## src/rtl/product_accumulator.sv

```systemverilog
// rtl/product_accumulator.sv - frames NUM_TERMS unsigned products into an ACC_W-bit sum
// Define PRODUCT_ACC_SATURATE_EN to clamp the sum to all-ones on carry instead of wrapping.
module product_accumulator #(
   parameter int NUM_TERMS = 16,
   parameter int ACC_W     = 36
) (
   input  logic             clk,
   input  logic             reset,
   input  logic             in_valid,
   input  logic [31:0]      in_product,
   output logic             in_ready,
   output logic             out_valid,
   input  logic             out_ready,
   output logic [ACC_W-1:0] out_sum,
   output logic [7:0]       out_count,
   output logic             overflow
);

   typedef enum logic [1:0] {IDLE, ACCUM, DONE} state_t;

   localparam logic [7:0] LAST_M1 = 8'(NUM_TERMS - 1);

   state_t           state;
   logic [ACC_W-1:0] acc;
   logic [7:0]       count;
   logic             ovf;
   logic             rdy;
   logic             vld;
   logic [ACC_W:0]   sum_ext;
   logic             carry;
   logic             xfer;

   assign sum_ext = {1'b0, acc} + {{(ACC_W - 31){1'b0}}, in_product};
   assign carry   = sum_ext[ACC_W];
   assign xfer    = in_valid & rdy;

   always_ff @(posedge clk) begin
      if (reset) begin
         state <= IDLE;
         acc   <= '0;
         count <= '0;
         ovf   <= 1'b0;
         vld   <= 1'b0;
         rdy   <= 1'b1;
      end else begin
         case (state)
            IDLE: begin
               if (xfer) begin
                  acc   <= {{(ACC_W - 32){1'b0}}, in_product};
                  count <= 8'd1;
                  ovf   <= 1'b0;
                  state <= ACCUM;
               end
            end
            ACCUM: begin
               if (xfer) begin
                  count <= count + 8'd1;
                  if (carry)
                     ovf <= 1'b1;
`ifdef PRODUCT_ACC_SATURATE_EN
                  // once clamped, any further nonzero add carries again, so the sum stays pinned
                  acc <= carry ? {ACC_W{1'b1}} : sum_ext[ACC_W-1:0];
`else
                  acc <= sum_ext[ACC_W-1:0];
`endif
                  if (count == LAST_M1) begin
                     state <= DONE;
                     vld   <= 1'b1;
                     rdy   <= 1'b0;
                  end
               end
            end
            DONE: begin
               if (out_ready) begin
                  state <= IDLE;
                  vld   <= 1'b0;
                  rdy   <= 1'b1;
               end
            end
            default: state <= IDLE;
         endcase
      end
   end

   assign in_ready  = rdy;
   assign out_valid = vld;
   assign out_sum   = acc;
   assign out_count = count;
   assign overflow  = ovf;

endmodule

```

## config.mk

```make
export PLATFORM = sky130hd
export DESIGN_NAME = product_accumulator
export DESIGN_NICKNAME = d
export VERILOG_FILES = /design/src/rtl/product_accumulator.sv
export SDC_FILE = /design/constraint.sdc
export NUM_CORES = 1
export LEC_CHECK = 0
export ABC_AREA = 1
export CAP_MARGIN = 20
export CELL_PAD_IN_SITES_DETAIL_PLACEMENT = 1
export CELL_PAD_IN_SITES_GLOBAL_PLACEMENT = 1
export CORE_UTILIZATION = 37
export CTS_CLUSTER_DIAMETER = 150
export CTS_CLUSTER_SIZE = 28
export DETAILED_ROUTE_END_ITERATION = 6
export HOLD_SLACK_MARGIN = 0.03
export MAX_ROUTING_LAYER = met4
export PLACE_DENSITY_LB_ADDON = 0.1
export SKIP_CTS_REPAIR_TIMING = 1
export SYNTH_ARGS = -nofsm -noshare
export SYNTH_HDL_FRONTEND = slang
export SYNTH_SLANG_ARGS = --single-unit
```

## constraint.sdc

```tcl
create_clock -name clk -period 2.3 [get_ports clk]
set_clock_uncertainty 0.15 [all_clocks]
set_input_delay 0.23 -clock clk [delete_from_list [all_inputs] [get_ports clk]]
set_output_delay 0.23 -clock clk [all_outputs]
set_load 0.05 [all_outputs]
```

-- Word level (Yosys, flattened, before mapping)
Index checks and enable logic that the tools add are counted.
- add/subtract/negate cells: 2
- equality and inequality tests: 8
- mux-type cells: 23
- bitwise gates (word level): 1
- reductions and logical operators: 7
- operator list (kind ; count):
    2-to-1 mux 36 bit ; 2
    case mux 36 bit (2 select lines) ; 1
    adder 36 x 32 -> 37 bit ; 1
    2-to-1 mux 8 bit ; 2
    case mux 8 bit (2 select lines) ; 1
    AND reduction 4 bit ; 3
    inequality test 2 bit (second input constant) ; 5
    2-to-1 mux 1 bit ; 9
    adder 8 x 1 -> 8 bit (second input constant) ; 1
    == test 8 x 4 -> 1 bit (second input constant) ; 1
    2-to-1 mux 2 bit ; 4
    case mux 1 bit (2 select lines) ; 3
    case mux 2 bit (3 select lines) ; 1
    nonzero test 2 bit ; 2
    AND reduction 3 bit ; 1
    == test 2 x 1 -> 1 bit (second input constant) ; 1
    == test 2 bit (second input constant) ; 1
    zero test 2 bit ; 1
    bitwise AND 1 bit ; 1
- flip-flop bits (word level): 49
- input port bits: 36
- output and inout port bits: 47
- word-level logic and storage cells: 47

-- Depth between registers and ports, before layout
- depth after elaboration: 4
- gate-level depth with buffers: 15
- mapped depth without buffers: 15

-- Worst setup path after synthesis
OpenSTA, ideal clock, no wires.
- kind: register -> register
- start point: register acc[0] (netlist: out_sum[0])
- end point: register acc[32] (netlist: out_sum[32])
- setup time: 0.117 ns
- data arrival time: 2.165 ns
- data required time: 2.033 ns
- path slack: -0.132 ns
- cell stages (with the launch flop): 16
- path buffers: 0
- period minus slack after synthesis: 2.432 ns
- cells stage by stage: dfxtp_1 > ha_1 > inv_1 > fa_1 > inv_1 > nand3_1 > nand3_1 > nand2_1 > nand2_1 > nand3_1 > nand2_2 > nand3_2 > nand2_2 > nand2_1 > nand2_1 > a21oi_2
- cells in the longest elaborated chain, start to end: 3
- RTL lines (element ; line ; text):
    start, declared ; 24 ; logic [ACC_W-1:0] acc;
    start signal, assigned ; 49 ; acc <= {{(ACC_W - 32){1'b0}}, in_product};
    start signal, assigned ; 64 ; acc <= sum_ext[ACC_W-1:0];
    adder 36 x 32 -> 37 bit ; 33 ; assign sum_ext = {1'b0, acc} + {{(ACC_W - 31){1'b0}}, in_product};
    2-to-1 mux 36 bit ; 56 ; if (xfer) begin
    case mux 36 bit (2 select lines) ; 46 ; case (state)
Every way passes these cells. The select of a mux whose other input is x is not followed.
A chain may end at the register's enable or synchronous reset.

-- Worst setup path in the final report
- start point: input port in_product[2]
- end point: register acc[33] (netlist: out_sum[33])
- cells in the longest elaborated chain, start to end: 3
- RTL lines (element ; line ; text):
    start, declared ; 10 ; input logic [31:0] in_product,
    adder 36 x 32 -> 37 bit ; 33 ;
    2-to-1 mux 36 bit ; 56 ;
    case mux 36 bit (2 select lines) ; 46 ;
Every way passes these cells. The select of a mux whose other input is x is not followed.

==> summary.md <==
| Metric | Value |
|---|---|
| Outcome | complete, no violations |
| Die width | 117.0 µm |
| Setup-failing EPs final | 0 |
| Core box area | 0.01277 mm² |
| Layout Nets | 1099 |
| Hold path depth | 3 |
| Vias in the first global route | 6068 |
| Proportion of layout cells with a drive suffix above 1 | 16.12% |
| Number of flops mapped to enable cells by yosys | 0 |
| Rows | 41 |
| CTS tree | yes |
| Clk pwr share | 24.5% |
| Fmax | 461.1 MHz |
| Required time of the critical path | 2.37 ns |
| Initial Utilization | 38.30% |
| CP Max Fanout | 6 |
| CP endpoint kind | flip-flop |
| Netlist Area Pre-Place | 0.004892 mm² |
| Reg clk slew, reported paths | 0.08 ns |
| Post-route cell area | 0.006724 mm² |
| Worst hold start | in_product[0] |
| Gp weighted congestion | 0.9202 |
| Die area | 0.01369 mm² |
| Final antenna diode count | 0 |
| Clock root cell | clkbuf_16 |
| Psw | 1.512 mW |
| Placed cells | 1194 |
| Antenna viol nets, final | 0 |
| Post-layout minimum cycle time | 2.169 ns |
| Placed cell area | 0.006405 mm² |
| PnR Total Power | 3.488 mW |
| CTS buffer count | 5 |
| GRT Residual Overflow | 0 |
| Leakage | 3.542 nW |
| Yosys cell types | 32 |
| Sw frac | 43.35% |
| #FFs+latches synth | 49 |
| Gr usage total | 29.34% |
| Cell Int Power | 1.976 mW |
| Via density | 4.903 |
| H-tree levels | 2 |
| Largest cells by area after synthesis | nand2_1 26%, dfxtp_1 20%, inv_1 13% |
| Die height | 117.0 µm |
| Crit path DAT | 2.24 ns |
| CP max stage delay | 0.44 ns |
| Synth Instances | 883 |
| Top FF cell, synth | dfxtp_1 |
| CP Buf/Inv Count | 1 |
| CP Class | input pin to flip-flop |
| Biggest area consumer among synthesized cells | nand2_1 |
| Antenna violations before repair | 0 |
| Synthesized Nets | 953 |
| Ys async rst share | 0% |
| Final Cycle Share | 94.29% |
| Clk sinks | 49 |
| Register area share after synthesis | 20.05% |
| 1st-pass router iterations | 4 |
| Vias | 5893 |
| Port Buf Inserts | 82 |
| FF-to-FF setup slack | 0.15 ns |
| Critical Path Source | in_product[2] |
| Area delta synth->final | 37.44% |
| Fill count | 1789 |
| CP Cell Sequence | clkdlybuf4s50_1 > ha_2 > nand2_1 > nor2_1 > nand2_1 > nand3_2 > nand2_1 > nand2_2 > nand2_1 > nand2_1 > nand2_1 > nand3_2 > nand3_1 > nand2_1 > nor2_1 |
| Final hold violations | 0 |
| Critical Path Slowest Stage Cell | clkdlybuf4s50_1 |
| Gate power share | 47.8% |
| Final cell count without fillers | 1202 |
| Crit start category | input pin |
| WL per Instance | 15.74 µm |
| Worst r2r path cells | 14 |
| # DRC | 0 |
| Slew @ Worst Pin | 0.5293 ns |
| Clock buffer depth | 2 |
| First-pass GRT wire length | 29840 µm |
| Io pins | 83 |
| Hold crit path type | input pin to flip-flop |
| Clk_lat worst skew | 0.32 ns |
| CP top delay family | simple AND/OR/NAND/NOR gates |
| VDD IR max | 0.3431 mV |
| Drt first-iter violations | 215 |
| Final HPWL DP | 15070 µm |
| Cell mode on critical path | nand2_1 |
| Top-count cell post-synth | nand2_1 |
| Normalized max-slew margin | 64.60% |
| Final WL | 18920 µm |
| Max-cap viol count | 0 |
| Worst R2R Start | out_sum[2]$_SDFFE_PP0P_ |
| Cell depth of the worst setup path | 15 |
| Pwr dens | 518.8 mW/mm² |
| Syn Area/Cell | 5.540 µm² |
| Synth warn | 0 |
| Share of power burned in registers | 27.7% |
| Largest net degree at the start of global routing | 27 |
| Synth top area share | 25.70% |
| Final Slew Violations | 0 |
| Post-synth top cells | 335 x nand2_1, 168 x inv_1, 63 x nor2_1 |
[kinds of logic (layout without fill, tap and decap cells)]
kind of cell,Yosys count,in the layout,synth area share (%)
simple gates,491,491,42.25
buf+inv,190,337,14.78
compound gates,111,111,12.63
flops,49,49,20.05
fa+ha+maj,34,34,8.849
xor+xnor,8,8,1.432
[through the flow]
step / TNS [ns] / util [%] / hold WS (ns) / setup WS [ns]
2_1_floorplan: 0 / - / 0.2289 / 0.05503
3_3_place_gp: -3.833 / 50.14 / 0.3073 / -0.2338
3_5_place_dp: -5.813 / 50.14 / 0.3197 / -0.3366
4_1_cts: -0.07715 / 51.35 / 0.3378 / -0.04665
5_1_grt: -0.0006215 / 52.64 / 0.1787 / -0.0006215
6_report: 0 / 52.64 / 0.1179 / 0.1313
[power groups by stage]
stage	logic (mW)	clock network, mW	registers (mW)
floorplan	0.768	0	1.16
global placement	1.56	0	0.975
detailed placement	1.60	0	0.980
CTS	1.62	0.878	0.961
global route	1.83	0.892	0.974
finish	1.67	0.854	0.967
[placed cells by master, fill, tap and decap left out, drive strengths merged, types with 2 or more instances in the layout]
master,instances
nand4,2
clkdlybuf4s50,81
dfxtp,49
nor2,78
nand2,350
xor2,7
inv,178
o21bai,3
o21ai,28
clkbuf,5
o22ai,2
buf,72
a31oi,3
ha,33
nand3,53
o211ai,5
a21oi,67
o221ai,2
nor3,6
[per-layer routing]
layer / global-route usage [%] / share of wire [%] / vias to the layer above
met5: - / 0 / -
met4: 10.30 / 2.8 / 0
met3: 4.068 / 3.8 / 33
met2: 51.12 / 49 / 117
met1: 34.51 / 45 / 2749
li1: - / - / 2994
[worst min-delay path: cells and delay by family]
family                 cells  cell delay [ns]
buffers and inverters      1             0.12
AO/OA/AOI/OAI              2             0.20
[layout make-up]
type | count | area (µm²) | share of cell area, %
timing repair buffer | 154 | 1364 | 20.28
multi-input combinational | 644 | 3351 | 49.83
inverter | 175 | 656.9 | 9.769
clock inverter | 3 | 28.78 | 0.4280
sequential | 49 | 983.4 | 14.63
clock buffer | 5 | 125.1 | 1.861
tap | 172 | 215.2 | 3.201
[flip-flops by register name, indices dropped and copies added (netlist names)]
| name | count |
|---|---|
| out_sum | 36 |
| out_count | 8 |
| state | 2 |
| in_ready | 1 |
| out_valid | 1 |
| overflow | 1 |
[final timing paths]
check / end
worst max-delay path: out_sum[33]$_SDFFE_PP0P_
worst min-delay path: out_sum[0]$_SDFFE_PP0P_
worst max register to register: out_sum[33]$_SDFFE_PP0P_
worst min register to register: out_valid$_SDFFE_PP0P_
Note: power is estimated with default switching activity, not from simulation.
